[config.mk]
export PLATFORM = sky130hd
export DESIGN_NAME = led_pattern_gen
export DESIGN_NICKNAME = d
export VERILOG_FILES = /design/src/rtl/led_pattern_gen.sv
export SDC_FILE = /design/constraint.sdc
export NUM_CORES = 1
export LEC_CHECK = 0
export CORE_AREA = 2 2 70 139
export CTS_BUF_LIST = sky130_fd_sc_hd__clkbuf_4 sky130_fd_sc_hd__clkbuf_8
export DETAILED_ROUTE_END_ITERATION = 10
export DIE_AREA = 0 0 72 141
export GPL_ROUTABILITY_DRIVEN = 0
export PLACE_DENSITY = 0.69
export SLEW_MARGIN = 30
export SYNTH_ARGS = -nofsm -noshare
export SYNTH_HDL_FRONTEND = slang
export SYNTH_SLANG_ARGS = --single-unit
export TNS_END_PERCENT = 1
[constraint.sdc]
create_clock -name clk_100m -period 1.93 [get_ports clk_100m]
set_input_delay 0.386 -clock clk_100m [delete_from_list [all_inputs] [get_ports clk_100m]]
set_output_delay 0.386 -clock clk_100m [all_outputs]
set_load 0.01 [all_outputs]
[src/rtl/led_pattern_gen.sv]
`default_nettype none
// ============================================================================
// led_pattern_gen : prescaled LED pattern engine (blink / chase / bounce /
//                   PWM breathe) with a debounced DIP-switch overlay.
// Revision 1.0
// ============================================================================
module led_pattern_gen #(
  parameter int NUM_LEDS        = 8,
  parameter int TICK_DIV        = 12_500_000,
  parameter int DEBOUNCE_CYCLES = 1_000_000,
  parameter int PWM_W           = 8,
  parameter int SW_LEDS         = 2
) (
  input  logic                clk_100m,
  input  logic                rst_n,
  input  logic [1:0]          mode_sel,
  input  logic                sw_in,
  output logic [NUM_LEDS-1:0] led,
  output logic                sw_db,
  output logic                tick
);

  localparam int POS_W = $clog2(NUM_LEDS);
  localparam int PRE_W = $clog2(TICK_DIV);
  localparam int DB_W  = $clog2(DEBOUNCE_CYCLES);
  localparam logic [POS_W-1:0] POS_LAST = POS_W'(NUM_LEDS - 1);
  localparam logic [PRE_W-1:0] PRE_LAST = PRE_W'(TICK_DIV - 1);
  localparam logic [DB_W-1:0]  DB_LAST  = DB_W'(DEBOUNCE_CYCLES - 1);
  localparam logic [PWM_W-1:0] DUTY_MAX = '1;

  typedef enum logic [1:0] {
    MODE_BLINK   = 2'd0,
    MODE_CHASE   = 2'd1,
    MODE_BOUNCE  = 2'd2,
    MODE_BREATHE = 2'd3
  } mode_e;

  typedef enum logic {
    DIR_UP   = 1'b0,
    DIR_DOWN = 1'b1
  } dir_e;

  logic                sw_meta_q, sw_s_q;
  logic [1:0]          mode_meta_q, mode_s_q;
  logic [DB_W-1:0]     db_cnt_q, db_cnt_d;
  logic                sw_db_q, sw_db_d;
  mode_e               mode_q, mode_d;
  logic [PRE_W-1:0]    pre_cnt_q, pre_cnt_d;
  logic                phase_q, phase_d;
  logic [POS_W-1:0]    pos_q, pos_d;
  dir_e                dir_q, dir_d;
  logic [PWM_W-1:0]    duty_q, duty_d;
  dir_e                ddir_q, ddir_d;
  logic [PWM_W-1:0]    pwm_cnt_q, pwm_cnt_d;
  logic [NUM_LEDS-1:0] led_q, led_d;
  logic                mode_change;

  assign mode_change = (mode_s_q != mode_q);
  // A restart wins over a coincident tick, so the tick is masked here.
  assign tick  = (pre_cnt_q == PRE_LAST) && !mode_change;
  assign led   = led_q;
  assign sw_db = sw_db_q;

  always_comb begin
    db_cnt_d = '0;
    sw_db_d  = sw_db_q;
    if (sw_s_q != sw_db_q) begin
      if (db_cnt_q == DB_LAST) begin
        sw_db_d = sw_s_q;
      end else begin
        db_cnt_d = db_cnt_q + 1'b1;
      end
    end
  end

  always_comb begin
    pre_cnt_d = (pre_cnt_q == PRE_LAST) ? '0 : pre_cnt_q + 1'b1;
    pwm_cnt_d = pwm_cnt_q + 1'b1;
    mode_d    = mode_q;
    phase_d   = phase_q;
    pos_d     = pos_q;
    dir_d     = dir_q;
    duty_d    = duty_q;
    ddir_d    = ddir_q;
    if (mode_change) begin
      mode_d    = mode_e'(mode_s_q);
      pre_cnt_d = '0;
      phase_d   = 1'b0;
      pos_d     = '0;
      dir_d     = DIR_UP;
      duty_d    = '0;
      ddir_d    = DIR_UP;
    end else if (tick) begin
      case (mode_q)
        MODE_BLINK: phase_d = ~phase_q;
        MODE_CHASE: pos_d = (pos_q == POS_LAST) ? '0 : pos_q + 1'b1;
        MODE_BOUNCE: begin
          if (dir_q == DIR_UP) begin
            pos_d = pos_q + 1'b1;
            if (pos_d == POS_LAST) dir_d = DIR_DOWN;
          end else begin
            pos_d = pos_q - 1'b1;
            if (pos_d == '0) dir_d = DIR_UP;
          end
        end
        MODE_BREATHE: begin
          // End values are held for one tick while the direction turns.
          if (ddir_q == DIR_UP) begin
            if (duty_q == DUTY_MAX) ddir_d = DIR_DOWN;
            else                    duty_d = duty_q + 1'b1;
          end else begin
            if (duty_q == '0) ddir_d = DIR_UP;
            else              duty_d = duty_q - 1'b1;
          end
        end
        default: ;
      endcase
    end
  end

  always_comb begin
    led_d = '0;
    case (mode_q)
      MODE_BLINK: begin
        for (int i = 0; i < NUM_LEDS; i++) begin
          led_d[i] = ((i % 2) == 1) ? phase_q : ~phase_q;
        end
      end
      MODE_CHASE, MODE_BOUNCE: led_d[pos_q] = 1'b1;
      MODE_BREATHE: led_d = {NUM_LEDS{pwm_cnt_q < duty_q}};
      default: ;
    endcase
    for (int i = 0; i < SW_LEDS; i++) begin
      led_d[i] = sw_db_q;
    end
  end

  always_ff @(posedge clk_100m or negedge rst_n) begin
    if (!rst_n) begin
      sw_meta_q   <= 1'b0;
      sw_s_q      <= 1'b0;
      mode_meta_q <= 2'd0;
      mode_s_q    <= 2'd0;
      db_cnt_q    <= '0;
      sw_db_q     <= 1'b0;
      mode_q      <= MODE_BLINK;
      pre_cnt_q   <= '0;
      phase_q     <= 1'b0;
      pos_q       <= '0;
      dir_q       <= DIR_UP;
      duty_q      <= '0;
      ddir_q      <= DIR_UP;
      pwm_cnt_q   <= '0;
      led_q       <= '0;
    end else begin
      sw_meta_q   <= sw_in;
      sw_s_q      <= sw_meta_q;
      mode_meta_q <= mode_sel;
      mode_s_q    <= mode_meta_q;
      db_cnt_q    <= db_cnt_d;
      sw_db_q     <= sw_db_d;
      mode_q      <= mode_d;
      pre_cnt_q   <= pre_cnt_d;
      phase_q     <= phase_d;
      pos_q       <= pos_d;
      dir_q       <= dir_d;
      duty_q      <= duty_d;
      ddir_q      <= ddir_d;
      pwm_cnt_q   <= pwm_cnt_d;
      led_q       <= led_d;
    end
  end

endmodule
`default_nettype wire
==> impl_metrics.ini, run 1 <==
[finish]
drive_above_1_share_pct = 21.4
area_growth_pct = 25.4
final_core_util_pct = 60.9
fillers = 783
diodes = 0
nets = 574

[logic_synthesis]
synth_edf_count = 0
yosysTopAreaCellShare_pct = 45.9
syn_nets = 489
synth_top_area_cell = dfrtp_1
seq_area_frac_synth_pct = 45.9
ys_ff_latch = 82
async_reset_ff_share_pct = 100
ys_warn_count = 0
postSynthAreaPerCell_um2 = 9.75
synth_flop_cell = dfrtp_1
synth.cell_area_um2 = 4470
synthCells = 458
yosysUniqueCellTypes = 51
ys_top_cells_by_area = dfrtp_1 46%, ha_1 7.0%, nor2_1 5.9%

[clocking]
insertion_delay_ns = 0.36
cts_buffer_depth = 2
cts_made_buffers = 9
clk_pin_slew_worst_paths_ns = 0.08
cts_max_level = 3
cts_sinks = 82
cts_tree = built
root_buffer = clkbuf_8

[die]
rows = 50
die_x_um = 72
initial_core_util_pct = 48.6
io_pins = 15
die-area_um2 = 10200
die_h_um = 141
core_area_um2 = 9200

[timing]
finalSetupViolCount = 12
slew_violations = 0
rsz0062_at_grt = true
period_share_pct = 109
fin_ws_ns = -0.176
fin_skew_ns = 0.0106
worst_hold_slack_ns = 0.353
worstMarginPinSlew_ns = 0.513
tns_ns = -1.03
hold_viol = 0
max_freq_mhz = 475
final.min_clock_period_ns = 2.11
slew_headroom_pct = 65.5

[drt]
drt_wl_total_um = 9500
via_per_inst = 5.43
wire_per_inst_um = 14.6
drt_iter0_drc = 208
ant_nets = 0
drc = 0
via_count = 3533
drtPass1Iterations = 4

[worst_setup_path]
crit_slowest_cell = dfrtp_1
r2r_slack_ns = -0.12
reg2reg_depth = 8
crit_type = reg -> out
worst_setup_path_end_kind = output port
crit_family = simple AND/OR/NAND/NOR gates
cp.required_ns = 1.54
r2r_start = pre_cnt_q[16]
path_buf_inv = 1
r2r-end = duty_q[6]
worst_setup_path_start_kind = register
cp_max_fo = 2
cpPeakStageDelay_ns = 0.39
path_cells = nor4b_2 -> and3_1 -> nand3_2 -> nor2_2 -> buf_2
cp_data_arrival_time_ns = 1.72

[min_path]
hold_class = reg -> reg
holdPathStages = 0
min_from = sw_meta_q
min_to = sw_s_q

[grt]
grt_overflow = 0
grt_pass1_vias = 3604
antenna_found_initial = 0
grt_max_degree = 65
grtUsageTotal_pct = 20.7
grt_pass1_wl_um = 16700

[placement]
dp_hpwl_um = 6570
portBuffers = 14
dpl_worst_slack_ns = -0.222

[power_and_ir_drop]
power_density_nw_per_um2 = 562
ir_worst_vdd_v = 0.000570
leakagePower_uw = 0.00241

[status]
failed_checks = negative setup slack
status = finished, violations left

[job]
max_cap_violations = 0
[report_power, final]
group | leakage (uW) | switching [uW] | internal [uW] | total (uW)
clock | 0.0000955 | 620 | 603 | 1220
combinational | 0.00121 | 107 | 64.5 | 172
sequential | 0.00110 | 15.3 | 1740 | 1750
[layer usage]
| metal | vias to the layer above | GRT usage (%) | share of wire (%) |
|---|---|---|---|
| met3 | 19 | 4.79 | 2.9 |
| met4 | 0 | 6.75 | 2.3 |
| met2 | 43 | 33.0 | 49 |
| met5 | - | 0 | 0 |
| li1 | 1763 | - | - |
| met1 | 1708 | 27.6 | 46 |
[Yosys cell counts (3+ instances only)]
master	number
nor2_1	70
mux2i_1	6
nor3b_1	7
and3_1	8
nor3_1	15
a21o_1	5
or3_1	4
nand2_1	25
a211oi_1	4
and4_1	4
nor4_1	7
clkbuf_1	5
o21ai_0	15
xor2_1	25
nand3_1	27
nand4_1	17
xnor2_1	30
ha_1	25
inv_1	23
a21oi_1	12
nor4b_1	3
dfrtp_1	82
buf_2	4
[kinds of logic (layout without fill, tap and decap cells)]
| logic type | Yosys count | after routing | share of synthesized area, % |
|---|---|---|---|
| simple gates | 202 | 202 | 23.6 |
| fa+ha+maj | 26 | 26 | 7.45 |
| mux | 8 | 8 | 1.85 |
| xor+xnor | 55 | 55 | 10.8 |
| flops | 82 | 82 | 45.9 |
| compound gates | 50 | 50 | 7.12 |
| buf+inv | 35 | 124 | 3.31 |
[worst max path at each step]
| stage | from | to | cells past startpoint |
|---|---|---|---|
| final | pre_cnt_q[16] | tick | 5 |
| after detailed placement | duty_q[5] | led[2] | 8 |
| after floorplan | pre_cnt_q[0] | duty_q[5] | 7 |
| after CTS | pre_cnt_q[5] | tick | 5 |
| after global routing | pre_cnt_q[16] | tick | 5 |
| after global placement | pre_cnt_q[8] | tick | 5 |
[layout make-up]
type                            count  area, um2  share of cell area (%)
Inverter                           23       86.3                    1.54
Timing Repair Buffer               86        729                    13.0
Clock inverter                      5       56.3                    1.01
Sequential cell                    82       2050                    36.7
Clock buffer                       10        131                    2.35
Multi-Input combinational cell    341       2410                    43.1
Tap cell                          104        130                    2.32
[sequential cells by signal, summed over array words and instances, names as in the netlist]
signal / flops
phase_q: 1
mode_meta_q: 2
ddir_q: 1
pos_q: 3
mode_s_q: 2
led: 7
pwm_cnt_q: 8
db_cnt_q: 20
sw_s_q: 1
mode_q: 2
pre_cnt_q: 24
sw_db: 1
sw_meta_q: 1
dir_q: 1
duty_q: 8
[repair_timing]
item	4_1_cts	5_1_grt
setup buffers	3	2
hold endpoints to repair	18	0
pin swaps	5	10
gates resized for setup	18	14
hold buffers	1	0
endpoints found under the setup margin	15	51
[per-stage QoR]
step	cells	area [um2]	total power, uW
5_1_grt	651	5600	3270
3_5_place_dp	630	5250	1950
3_3_place_gp	630	5250	1950
2_1_floorplan	458	4490	1850
4_1_cts	649	5510	3180
6_report	651	5600	3150
[layout by cell type, fill, tap and decap left out, types with 9 or more instances in the layout]
| master | n |
|---|---|
| a21oi_1 | 11 |
| buf_4 | 67 |
| clkbuf_8 | 9 |
| clkdlybuf4s50_1 | 12 |
| dfrtp_1 | 81 |
| ha_1 | 22 |
| inv_1 | 23 |
| nand2_1 | 25 |
| nand3_1 | 25 |
| nand4_1 | 17 |
| nor2_1 | 69 |
| nor3_1 | 12 |
| xnor2_1 | 30 |
| xor2_1 | 25 |
Power figures use the tool's default switching activity.
==> run 2, diff against run 1 <==
Settings changed: CAP_MARGIN set to 10.
==> results of run 2 <==
The final DEF is identical to that of run 1; final timing and power are the same.
